[src/rtl/pipe_hazard_ctrl.sv]
// ---------------------------------------------------------------------------
// pipe_hazard_ctrl
//   Central hazard sequencer for a five-stage pipeline. Detects load-use
//   hazards, taken-branch flushes and data-memory wait states. Drives the
//   per-stage stall/flush controls and the operand forwarding selects. Also
//   keeps stall/flush performance counters and a sticky memory-timeout flag.
//
// Ports:
//   clk, rst_n              clock (rising edge), synchronous active-low reset
//   ID_rs1/2, ID_rs1/2_used  source operands of the instruction in ID
//   EX_*, MEM_*, WB_*        destination info from the later stage registers
//   mem_req, mem_ready       DRAM handshake of the MEM stage
//   *_stall / *_flush        combinational pipeline register controls
//   fwd_rs1_sel/fwd_rs2_sel  00 regfile, 01 EX, 10 MEM, 11 WB
//   mem_err                  sticky memory-timeout flag
//   stall_cnt, flush_cnt     performance counters (one cycle behind)
// ---------------------------------------------------------------------------
module pipe_hazard_ctrl #(
  parameter logic [1:0] WD_DRAM = 2'b01,
  parameter int         TIMEOUT = 16,
  parameter int         CNT_W   = 32
) (
  input  logic             clk,
  input  logic             rst_n,
  input  logic [4:0]       ID_rs1,
  input  logic [4:0]       ID_rs2,
  input  logic             ID_rs1_used,
  input  logic             ID_rs2_used,
  input  logic             EX_rf_we,
  input  logic [4:0]       EX_wR,
  input  logic [1:0]       EX_wd_sel,
  input  logic             EX_br_taken,
  input  logic             MEM_rf_we,
  input  logic [4:0]       MEM_wR,
  input  logic             WB_rf_we,
  input  logic [4:0]       WB_wR,
  input  logic             mem_req,
  input  logic             mem_ready,
  output logic             pc_stall,
  output logic             ifid_stall,
  output logic             ifid_flush,
  output logic             idex_stall,
  output logic             idex_flush,
  output logic             exmem_stall,
  output logic             memwb_flush,
  output logic [1:0]       fwd_rs1_sel,
  output logic [1:0]       fwd_rs2_sel,
  output logic             mem_err,
  output logic [CNT_W-1:0] stall_cnt,
  output logic [CNT_W-1:0] flush_cnt
);

  localparam int WAIT_W = $clog2(TIMEOUT + 1);

  typedef enum logic {RUN, MEM_WAIT} state_t;

  state_t              state_reg, state_next;
  logic [WAIT_W-1:0]   wait_reg, wait_next, wait_inc;
  logic                err_reg, err_next;
  logic [CNT_W-1:0]    stall_cnt_reg, flush_cnt_reg;
  logic                br_fire;
  logic                load_use, mem_stall, ex_is_load, run_eval;

  assign ex_is_load = (EX_wd_sel == WD_DRAM);
  assign load_use   = EX_rf_we & ex_is_load & (EX_wR != 5'd0) &
                      ((ID_rs1_used & (ID_rs1 == EX_wR)) |
                       (ID_rs2_used & (ID_rs2 == EX_wR)));
  assign mem_stall  = mem_req & ~mem_ready;
  assign wait_inc   = wait_reg + 1'b1;

  // Branch/load-use arbitration applies in RUN when memory is not stalling,
  // and in the MEM_WAIT cycle where the DRAM data arrives.
  assign run_eval = ((state_reg == RUN) & ~mem_stall) |
                    ((state_reg == MEM_WAIT) & mem_ready);

  always_comb begin
    pc_stall    = 1'b0;
    ifid_stall  = 1'b0;
    ifid_flush  = 1'b0;
    idex_stall  = 1'b0;
    idex_flush  = 1'b0;
    exmem_stall = 1'b0;
    memwb_flush = 1'b0;
    br_fire     = 1'b0;
    state_next  = state_reg;
    wait_next   = wait_reg;
    err_next    = err_reg;

    if (run_eval) begin
      state_next = RUN;
      wait_next  = '0;
      if (EX_br_taken) begin
        // A taken branch squashes the younger instruction, so any load-use
        // against it is moot.
        ifid_flush = 1'b1;
        idex_flush = 1'b1;
        br_fire    = 1'b1;
      end else if (load_use) begin
        pc_stall   = 1'b1;
        ifid_stall = 1'b1;
        idex_flush = 1'b1;
      end
    end else begin
      // Memory stall: freeze everything up to EX/MEM, bubble into MEM/WB.
      pc_stall    = 1'b1;
      ifid_stall  = 1'b1;
      idex_stall  = 1'b1;
      exmem_stall = 1'b1;
      memwb_flush = 1'b1;
      if (state_reg == RUN) begin
        state_next = MEM_WAIT;
        wait_next  = WAIT_W'(1);
      end else begin
        wait_next = wait_inc;
        if (wait_inc >= WAIT_W'(TIMEOUT)) begin
          err_next   = 1'b1;
          state_next = RUN;
          wait_next  = '0;
        end
      end
    end

    // Hold the pipeline in a clean bubble state while reset is asserted.
    if (!rst_n) begin
      pc_stall    = 1'b0;
      ifid_stall  = 1'b0;
      idex_stall  = 1'b0;
      exmem_stall = 1'b0;
      ifid_flush  = 1'b1;
      idex_flush  = 1'b1;
      memwb_flush = 1'b1;
      br_fire     = 1'b0;
    end
  end

  always_ff @(posedge clk) begin
    if (!rst_n) begin
      state_reg     <= RUN;
      wait_reg      <= '0;
      err_reg       <= 1'b0;
      stall_cnt_reg <= '0;
      flush_cnt_reg <= '0;
    end else begin
      state_reg <= state_next;
      wait_reg  <= wait_next;
      err_reg   <= err_next;
      if (pc_stall) stall_cnt_reg <= stall_cnt_reg + 1'b1;
      if (br_fire)  flush_cnt_reg <= flush_cnt_reg + 1'b1;
    end
  end

  assign mem_err   = err_reg;
  assign stall_cnt = stall_cnt_reg;
  assign flush_cnt = flush_cnt_reg;

  // Forwarding, one identical selector per source operand.
  logic [4:0] op_reg [2];
  logic [1:0] op_sel [2];

  assign op_reg[0]   = ID_rs1;
  assign op_reg[1]   = ID_rs2;
  assign fwd_rs1_sel = op_sel[0];
  assign fwd_rs2_sel = op_sel[1];

  genvar gi;
  generate
    for (gi = 0; gi < 2; gi++) begin : g_fwd
      logic nz, ex_hit, mem_hit, wb_hit;
      assign nz      = (op_reg[gi] != 5'd0);
      // A load in EX has no result yet; load_use covers that case.
      assign ex_hit  = nz & EX_rf_we & (EX_wR == op_reg[gi]) & ~ex_is_load;
      assign mem_hit = nz & MEM_rf_we & (MEM_wR == op_reg[gi]);
      assign wb_hit  = nz & WB_rf_we & (WB_wR == op_reg[gi]);
      always_comb begin
        op_sel[gi] = 2'b00;
        if (!rst_n)       op_sel[gi] = 2'b00;
        else if (ex_hit)  op_sel[gi] = 2'b01;
        else if (mem_hit) op_sel[gi] = 2'b10;
        else if (wb_hit)  op_sel[gi] = 2'b11;
      end
    end
  endgenerate

endmodule

[config.mk]
export PLATFORM = sky130hd
export DESIGN_NAME = pipe_hazard_ctrl
export DESIGN_NICKNAME = d
export VERILOG_FILES = /design/src/rtl/pipe_hazard_ctrl.sv
export SDC_FILE = /design/constraint.sdc
export NUM_CORES = 1
export LEC_CHECK = 0
export ABC_AREA = 0
export CORE_AREA = 2 2 96 89
export DETAILED_ROUTE_END_ITERATION = 8
export DIE_AREA = 0 0 98 91
export GPL_TIMING_DRIVEN = 0
export PLACE_DENSITY = 0.87
export SETUP_SLACK_MARGIN = 0.02
export SKIP_LAST_GASP = 1
export SLEW_MARGIN = 20
export SYNTH_ARGS = -nofsm -noshare
export SYNTH_HDL_FRONTEND = slang
export SYNTH_SLANG_ARGS = --single-unit
[constraint.sdc]
create_clock -name clk -period 5.5 [get_ports clk]
set_input_delay 1.1 -clock clk [delete_from_list [all_inputs] [get_ports clk]]
set_output_delay 1.1 -clock clk [all_outputs]
set_load 0.03 [all_outputs]
# [Word-level counts from Yosys, hierarchy flattened]
# Index checks and enable logic that the tools add are counted.
# W data, S select, Z words.
[totals] ff_bits=71 out_inout_bits=76 wordCells=81
[op_classes] addsub=3 magnitude_cmp=1 n_eq_ne=9 muxes=26 bitwise=30 reduce_logical=6
[ops] operator="$add A32 B1 Y32 const B" n=2
[ops] operator="$eq A5 B5 Y1" n=8
[ops] operator="$and A1 B1 Y1" n=22
[ops] operator="$mux W1" n=18
[ops] operator="$mux W2" n=8
[ops] operator="$reduce_bool A5 Y1" n=3
[ops] operator="$not A1 Y1" n=6
[ops] operator="$add A5 B1 Y5 const B" n=1
[ops] operator="$ge A5 B5 Y1 const B" n=1
[ops] operator="$reduce_or A4 Y1" n=1
[ops] operator="$reduce_and A3 Y1" n=1
[ops] operator="$eq A2 B1 Y1 const B" n=1
[ops] operator="$or A1 B1 Y1" n=2
[ops] operator="$reduce_or A2 Y1" n=1

# [Longest topological paths before layout]
[logic_depth] depth_word=8 mapped_depth=8

# [Least setup slack after synthesis]
# Ideal clock, no wire load.
[synth_path] path_type="input to output" start="input port mem_ready" end="output port pc_stall" arrival_time_ns=2.715 setup_slack_ns=1.685 cell_stages=5 cell_sequence="o21bai_2 > nand2_1 > nand2_1 > a21oi_1 > buf_4"
[synth_via] elab_chain_cells=7 word_cells_on_any_way=8
[synth_lines] element="start, declared" line="38" rtl="input logic mem_ready,"
[synth_lines] element="$not A1 Y1" line="68" rtl="assign mem_stall = mem_req & ~mem_ready;"
[synth_lines] element="$and A1 B1 Y1" line="68"
[synth_lines] element="$not A1 Y1" line="73" rtl="assign run_eval = ((state_reg == RUN) & ~mem_stall) |"
[synth_lines] element="$and A1 B1 Y1" line="73"
[synth_lines] element="$or A1 B1 Y1 (*)" line="73"
[synth_lines] element="$mux W1 (*) (2 in a row)"
[synth_lines] element="end, declared" line="39" rtl="output logic pc_stall,"
# Mark *: on every way between the ends. The rest lies on a longest branch, timed or not.

# [Worst setup path after layout]
[layout_path] start="input port ID_rs1[1]" end="output port fwd_rs1_sel[0]"
[layout_via] elab_chain_cells=7 word_cells_on_any_way=15
[layout_lines] element="start, declared" line="25" rtl="input logic [4:0] ID_rs1,"
[layout_lines] element="$reduce_bool A5 Y1" line="169" rtl="assign nz = (op_reg[gi] != 5'd0);"
[layout_lines] element="$and A1 B1 Y1 (2 in a row)" line="173" rtl="assign wb_hit = nz & WB_rf_we & (WB_wR == op_reg[gi]);"
[layout_lines] element="$mux W2" line="179" rtl="else if (wb_hit) op_sel[gi] = 2'b11;"
[layout_lines] element="$mux W2" line="178" rtl="else if (mem_hit) op_sel[gi] = 2'b10;"
[layout_lines] element="$mux W2 (*)" line="177" rtl="else if (ex_hit) op_sel[gi] = 2'b01;"
[layout_lines] element="$mux W2 (*)" line="176" rtl="if (!rst_n) op_sel[gi] = 2'b00;"
[layout_lines] element="end, declared" line="46" rtl="output logic [1:0] fwd_rs1_sel,"
# Marked as above.

==> flow_summary.yaml <==
placed_design:
  gp_congestion: 0.8491
  placed_area_sq_um: 5126
  port_buffers: 112
  dp_hpwl_microns: 8472
synth:
  syn-num-nets: 502
  ys_seq_elements: 71
  yosys_warnings: 0
  ys_seq_area_frac: 0.3662
  synthesis.area_sq_um: 3881
  synth_edf_count: 0
  async_flop_share: 0
  synth_flop_cell: "dfxtp_1"
  avgSynthCellArea_sq_um: 8.401
  ys_types: 51
  synthCells: 462
power_and_ir_drop:
  clock_power_share: 0.401
  p_sw_uw: 267.4
  irDropWorstVdd_v: 0.0001068
  p_per_area_nw_per_um2: 204.3
  leakage_nw: 1.778
  combPwrFrac: 0.120
  swShare: 0.2453
  power_frac_seq: 0.479
  p_int_uw: 822.7
clock_tree:
  numCtsBuffers: 9
  hold_buffers: 0
  cts.sink_count: 71
  cts.htree.levels: 3
  cts_tree: "yes"
  path_clk_slew_ns: 0.07
  post_cts_buffers: 0
  clk_path_buf_depth: 2
  post_cts_resized: 0
  cts-root-buf: "clkbuf_8"
  clk_latency_ns: 0.35
drt:
  vias: 3993
  wire_per_inst_microns: 16.32
  route.detailed.drc: 0
  ant_nets: 0
  viasPerCell: 5.795
  wl_microns: 11240
  drt_iter0_drc: 271
  dr.pass1.iters: 5
setup_path:
  crit_fanout: 4
  arrival_ns: 3.55
  critical_path.startpoint_type: "input pin"
  cp-end-kind: "primary output"
  path_class: "input pin to primary output"
  crit_required_ns: 4.40
timing:
  finalCriticalPeriod_ns: 4.647
  tightest_slew_ns: 0.5818
  relSlewSlack: 0.6121
  setup_tns_ns: 0
  max_freq_mhz: 215.2
  finalSetupViolCount: 0
  finalHoldViolCount: 0
  fin_skew_ns: 0.008417
  rsz0062_at_grt: "no"
  fin_crit_sh: 0.8448
  drv_slew: 0
finish:
  finalNetCount: 625
  postLayoutCellArea_sq_um: 5335
  fill_cells: 660
  drive_gt1_frac: 0.08644
  layout_commonest_cell: "clkdlybuf4s50_1"
  utilization: 0.6776
  antennaDiodeCount: 0
  syn2layout_area_growth_pct: 37.46
  final_cell_mix: "112 x clkdlybuf4s50_1, 71 x dfxtp_1, 42 x nor2_1"
flow_run:
  drv_cap: 0
global_routing:
  grt_start_max_net_pins: 12
  grt_pass1_vias: 3810
  antenna_found_initial: 0
  grtUsageTotal: 0.2479
  gr-total-overflow: 0
  grt_pass1_wl_microns: 18160
floorplan:
  core_area_sq_um: 7874
  die_w_microns: 98
  start_util: 0.4929
  rows: 31
  die_y_microns: 91
  die_area_sq_um: 8918
  pin_count: 113
outcome:
  status: "finished clean"
worst_hold_path:
  hp-class: "flip-flop to flip-flop"
[path summary, 6_finish.rpt]
path	to	startpoint	slack, ns	cells past startpoint
worst max register to register	stall_cnt[21]	stall_cnt[6]	3.36	6
worst min-delay path	mem_err	mem_err	0.48	2
worst max-delay path	fwd_rs1_sel[0]	ID_rs1[1]	0.85	8
worst min register to register	mem_err	mem_err	0.48	2
[per-stage QoR]
step / setup slack [ns] / power, mW / std cells / hold WS, ns
CTS: 0.8605 / 1.093 / 689 / 0.4891
floorplan: 1.685 / 0.5985 / 462 / 0.4469
global route: 0.7792 / 1.125 / 689 / 0.5083
global placement: 0.9838 / 0.6589 / 673 / 0.4547
detailed placement: 0.8693 / 0.6636 / 673 / 0.4736
finish: 0.8535 / 1.090 / 689 / 0.4828
[power by group through the flow]
stage,clock (mW),sequential [mW],combinational (mW)
final,0.437,0.522,0.131
after CTS,0.441,0.522,0.131
after global routing,0.462,0.522,0.141
after floorplan,0,0.538,0.0604
after global placement,0,0.533,0.126
after detailed placement,0,0.533,0.130
[metal layers]
layer / GRT usage / routed length (microns)
met1: 0.2930 / 4697
met4: 0.1123 / 303
met3: 0.04388 / 602
met5: 0 / 0
met2: 0.4361 / 5639
[worst max-delay path, stage by stage]
cell	delay, ns
clkdlybuf4s50_1	0.53
or4_1	0.56
nor2_1	0.24
nor4_1	0.13
nor2b_1	0.13
nor2_1	0.05
nor2_1	0.11
clkdlybuf4s50_1	0.68
[logic make-up after synthesis]
logic type / after synthesis / synth area share
buffers and inverters: 27 / 0.03965
AO/OA/AOI/OAI: 90 / 0.1402
flip-flops: 71 / 0.3662
other: 1 / 0.0009662
multiplexers: 2 / 0.005158
AND/OR/NAND/NOR: 213 / 0.3140
adder cells (fa/ha/maj): 3 / 0.009672
XOR/XNOR: 55 / 0.1241
[Yosys cell counts, drive strengths merged (3+ instances only)]
| cell | n | area (sq um) |
|---|---|---|
| dfxtp | 71 | 1421 |
| nor2 | 43 | 168.9 |
| a21oi | 42 | 244.0 |
| nand2 | 33 | 123.9 |
| o21ai | 32 | 163.9 |
| xor2 | 30 | 262.8 |
| or3 | 28 | 175.2 |
| nand3 | 25 | 130.1 |
| xnor2 | 25 | 219.0 |
| nand4 | 24 | 168.9 |
| buf | 12 | 97.58 |
| or4 | 12 | 90.09 |
| and3 | 10 | 62.56 |
| o31ai | 10 | 75.07 |
| clkbuf | 8 | 30.03 |
| and2 | 7 | 43.79 |
| inv | 7 | 26.27 |
| nor4 | 7 | 58.81 |
| nor3 | 6 | 46.30 |
| and4 | 4 | 35.03 |
| or2 | 4 | 25.02 |
| ha | 3 | 37.54 |
[area by class of cell]
class	count	area [sq um]	share of cell area
multi-input cells	364	2306	0.4322
flip-flops and latches	71	1421	0.2664
repair buffers	112	1121	0.2101
clock buffers	13	168.9	0.03166
plain buffers	20	127.6	0.02392
well taps	99	123.9	0.02322
clock inverters	3	40.04	0.007505
inverters	7	26.28	0.004925
No activity file was read; power rests on OpenSTA's default activity.
